`config.mk`:
```
export PLATFORM = sky130hd
export DESIGN_NAME = mux_2a1_serial
export DESIGN_NICKNAME = d
export VERILOG_FILES = /design/src/rtl/mux_2a1_serial_pkg.sv /design/src/rtl/mux_2a1_serial_lane_buffer.sv /design/src/rtl/mux_2a1_serial.sv
export SDC_FILE = /design/constraint.sdc
export NUM_CORES = 1
export LEC_CHECK = 0
export CAP_MARGIN = 20
export CORE_MARGIN = 2
export CORE_UTILIZATION = 38
export DETAILED_ROUTE_END_ITERATION = 10
export GPL_ROUTABILITY_DRIVEN = 1
export PLACE_DENSITY = 0.68
export SLEW_MARGIN = 40
export SYNTH_ARGS = -nofsm -noshare
export SYNTH_HDL_FRONTEND = slang
export SYNTH_HIERARCHICAL = 1
export SYNTH_SLANG_ARGS = --single-unit
```
`constraint.sdc`:
```
create_clock -name clk -period 1.1 [get_ports clk]
set_input_delay 0.11 -clock clk [delete_from_list [all_inputs] [get_ports clk]]
set_output_delay 0.11 -clock clk [all_outputs]
set_load 0.03 [all_outputs]
```
`src/rtl/mux_2a1_serial_pkg.sv`:
```
// Shared constants for the 2-lane serial mux.
package mux_2a1_serial_pkg;

  localparam int unsigned BW_DEFAULT = 4;

  // Lane identifiers. They double as the value of the "next lane to emit" selector.
  typedef enum logic {
    LANE0 = 1'b0,
    LANE1 = 1'b1
  } lane_t;

  function automatic lane_t other_lane(input lane_t l);
    return (l == LANE0) ? LANE1 : LANE0;
  endfunction

endpackage

```
`src/rtl/mux_2a1_serial_lane_buffer.sv`:
```
// One-entry holding register with a valid/ready input handshake.
// ready depends only on the registered full flag.
module lane_buffer
  import mux_2a1_serial_pkg::*;
#(
  parameter int unsigned BW = BW_DEFAULT
) (
  input  logic          clk,
  input  logic          reset,
  input  logic [BW-1:0] data_in,
  input  logic          valid_in,
  output logic          ready_in,
  input  logic          drain,
  output logic          full,
  output logic [BW-1:0] data
);

  // Capture a word when the buffer is empty; release it when the top drains it.
  // Accept and drain never overlap: accept needs !full, drain needs full.
  always_ff @(posedge clk) begin
    if (reset) begin
      full <= 1'b0;
    end else if (valid_in && !full) begin
      data <= data_in;
      full <= 1'b1;
    end else if (drain) begin
      full <= 1'b0;
    end
  end

  // The buffer can accept whenever it is empty.
  always_comb begin
    ready_in = !full;
  end

endmodule

```
`src/rtl/mux_2a1_serial.sv`:
```
// Merges two BW-bit lanes into one registered, valid-qualified stream,
// emitting in strict alternation starting with lane 0.
module mux_2a1_serial
  import mux_2a1_serial_pkg::*;
#(
  parameter int unsigned BW = BW_DEFAULT
) (
  input  logic          clk,
  input  logic          reset,
  input  logic [BW-1:0] data_in0,
  input  logic          valid_in0,
  output logic          ready_in0,
  input  logic [BW-1:0] data_in1,
  input  logic          valid_in1,
  output logic          ready_in1,
  output logic [BW-1:0] data_out,
  output logic          valid_out
);

  lane_t         sel;
  logic          full0;
  logic          full1;
  logic [BW-1:0] buf0;
  logic [BW-1:0] buf1;
  logic          drain0;
  logic          drain1;
  logic          emit;
  logic [BW-1:0] emit_data;

  lane_buffer #(.BW(BW)) u_lane0 (
    .clk      (clk),
    .reset    (reset),
    .data_in  (data_in0),
    .valid_in (valid_in0),
    .ready_in (ready_in0),
    .drain    (drain0),
    .full     (full0),
    .data     (buf0)
  );

  lane_buffer #(.BW(BW)) u_lane1 (
    .clk      (clk),
    .reset    (reset),
    .data_in  (data_in1),
    .valid_in (valid_in1),
    .ready_in (ready_in1),
    .drain    (drain1),
    .full     (full1),
    .data     (buf1)
  );

  // Only the selected lane may emit; the other lane waits its turn even when full.
  always_comb begin
    drain0    = 1'b0;
    drain1    = 1'b0;
    emit_data = buf0;
    if (sel == LANE0) begin
      drain0    = full0;
      emit_data = buf0;
    end else begin
      drain1    = full1;
      emit_data = buf1;
    end
    emit = drain0 | drain1;
  end

  // Output register and turn selector; on a stall data_out holds and sel stays put.
  always_ff @(posedge clk) begin
    if (reset) begin
      sel       <= LANE0;
      valid_out <= 1'b0;
      data_out  <= '0;
    end else begin
      valid_out <= emit;
      if (emit) begin
        data_out <= emit_data;
        sel      <= other_lane(sel);
      end
    end
  end

endmodule

```
==> results of run 1 <==
metal layers:
layer | vias up | GRT usage (%) | wire, um
li1 | 205 | - | -
met1 | 180 | 14.99 | 412
met2 | 13 | 16.72 | 435
met3 | 4 | 5.532 | 56
met4 | 0 | 7.273 | 21
met5 | - | 0 | 0
repair_timing:
action                                  CTS  global route
endpoints found under the setup margin    2             4
hold buffers                              0             0
resized for setup                         2             6
layout by cell type, fill, tap and decap left out, drive strengths merged:
cell type / synthesis / final
dfxtp: 8 / 8
clkdlybuf4s15: 0 / 1
and2b: 1 / 1
clkinv: 0 / 1
mux2: 1 / 1
buf: 1 / 11
inv: 2 / 2
nor3b: 2 / 2
nor3: 1 / 1
clkdlybuf4s50: 0 / 11
and2: 1 / 1
edfxtp: 8 / 8
nor2b: 1 / 1
nor2: 7 / 7
clkbuf: 0 / 3
a211oi: 6 / 6
mux2i: 4 / 4
cells in the mapped netlist, drive strengths merged:
cell type / number / share of area [%]
a211oi: 6 / 7.7
and2: 1 / 1.1
and2b: 1 / 1.3
buf: 1 / 1.9
dfxtp: 8 / 27
edfxtp: 8 / 41
inv: 2 / 1.3
mux2: 1 / 2.6
mux2i: 4 / 6.8
nor2: 7 / 4.5
nor2b: 1 / 1.1
nor3: 1 / 0.85
nor3b: 2 / 2.6
state kept, by name, summed over array words and instances, names as in the netlist:
signal	cells
sel	1
valid_out	1
u_lane1/full	1
data_out	4
u_lane0/full	1
u_lane0/data	4
u_lane1/data	4
kinds of logic (layout without fill, tap and decap cells):
logic type	after synthesis	count (layout)	share of synthesized area (%)
buf+inv	3	29	3.205
compound gates	6	6	7.692
mux	5	5	9.401
simple gates	13	13	11.33
flops	16	16	68.38
through the flow:
stage	setup TNS, ps	setup slack (ps)	total power [mW]	cells
after floorplan	0	76.13	0.8348	43
after global placement	-785.7	-103.6	0.9422	81
after detailed placement	-826.6	-103.5	0.9440	81
after CTS	0	8.645	1.249	85
after global routing	0	1.694	1.310	85
final	0	48.04	1.237	85
worst paths after layout:
check          startpoint              end  depth (start not counted)
min           data_in0[3]  u_lane0/data[3]                          1
max reg2reg           sel     u_lane0/full                          3
min reg2reg  u_lane1/full     u_lane1/full                          1
max             valid_out        valid_out                          1
worst reg2reg max path: cells and delay by family, from the launching register on:
| kind | cells | cell delay (ps) |
|---|---|---|
| buf+inv | 1 | 170 |
| simple gates | 1 | 190 |
| flops | 1 | 360 |
| compound gates | 1 | 230 |
where the power goes:
group	switching (mW)	internal (mW)
combinational	0.118	0.124
sequential	0.0221	0.668
clock	0.173	0.131
total	0.313	0.924
area by class of cell:
| cell class | count | area (sq um) |
|---|---|---|
| Clock buffer | 3 | 22.52 |
| Clock inverter | 1 | 3.754 |
| Fill cell | 136 | 625.6 |
| Inverter | 2 | 7.507 |
| Multi-Input combinational cell | 24 | 176.4 |
| Sequential cell | 16 | 405.4 |
| Tap cell | 16 | 20.02 |
| Timing Repair Buffer | 23 | 210.2 |
==> impl_metrics.ini, run 1 <==
[status]
run_status = finished, final reports clean

[pwr]
power_density_nw_per_um2 = 1463
power_leakage_nw = 0.3274
vdd_drop_max_mv = 0.8166

[timing]
slew_violations = 0
min_period_over_period_pct = 95.63
finalHoldViolations = 0
fin_crit_ps = 1052
finalSetupViolations = 0
rsz0062_at_grt = false
clock_skew_ps = 2.447
fmax_mhz = 950.6
tightestPinTransition_ps = 291.6
relSlewSlack_pct = 80.63
hold_ws_ps = 378.8

[routing]
ant_nets = 0
first_iter_violations = 3
routed_wl_um = 925
drtPass1Iterations = 2
wl_per_cell_um = 10.88
drc = 0
via_per_inst = 4.729
vias = 402

[critical_path]
cpLargestDelayFamily = buffers and inverters
crit_required_ps = 990
cp_slowest_stage_delay_ps = 350
cp.arrival_ps = 940
endpoint_kind = output port
path_cells = clkdlybuf4s15_1
critPathBufInv = 1
critPathLaunchType = flip-flop
r2r_slack_ps = 60
path_class = reg2out
cp_max_fo = 1
cp_slowest_cell = clkdlybuf4s15_1

[clock_network]
clockBufferDepth = 2
cts_made_buffers = 3
htreeDepth = 1
clk_pin_slew_worst_paths_ps = 90
clock_latency_ps = 280
cts.sinks = 16
root_buffer = clkbuf_4
cts_setup_buffers = 0
cts_tree = done

[final_layout]
final_core_util_pct = 57.48
drive_gt1_share_pct = 28.99
syn2layout_area_growth_pct = 44.44
stdcell_area_sq_um = 845.8
nets = 82
diodes = 0

[yosys]
avgSynthCellArea_sq_um = 13.62
yosysWarningCount = 6
ys_ff_latch = 16
syn-cell-area_sq_um = 585.6
synth_nets = 55
synth.distinct_cells = 13
seq_area_frac_synth_pct = 68.38
synthCells = 43

[die]
rows = 14
die_h_um = 43.26
dieArea_sq_um = 1871
floorplan.die.width_um = 43.26
coreArea_sq_um = 1471
io_pins = 19
initial_core_util_pct = 39.80

[placed_design]
placed_cell_area_sq_um = 807.0
hpwlAfterDp_um = 697.9
portBuffers = 18
gp_congestion = 0.7022

[run]
max_cap_violations = 0

[global_routing]
grt_max_degree = 10
grt_remaining_overflow = 0
grt_pass1_wl_um = 1600
antenna_found_initial = 0
grt_use_total_pct = 12.01
first_global_vias = 375

[worst_hold_path]
hp-class = in2reg
(Power assumes the default switching activity.)
==> run 2, diff against run 1 <==
Settings changed: ABC_CLOCK_PERIOD_IN_PS set to 1100.
==> results of run 2 <==
No change in the layout: final DEF, timing and power equal those of run 1.
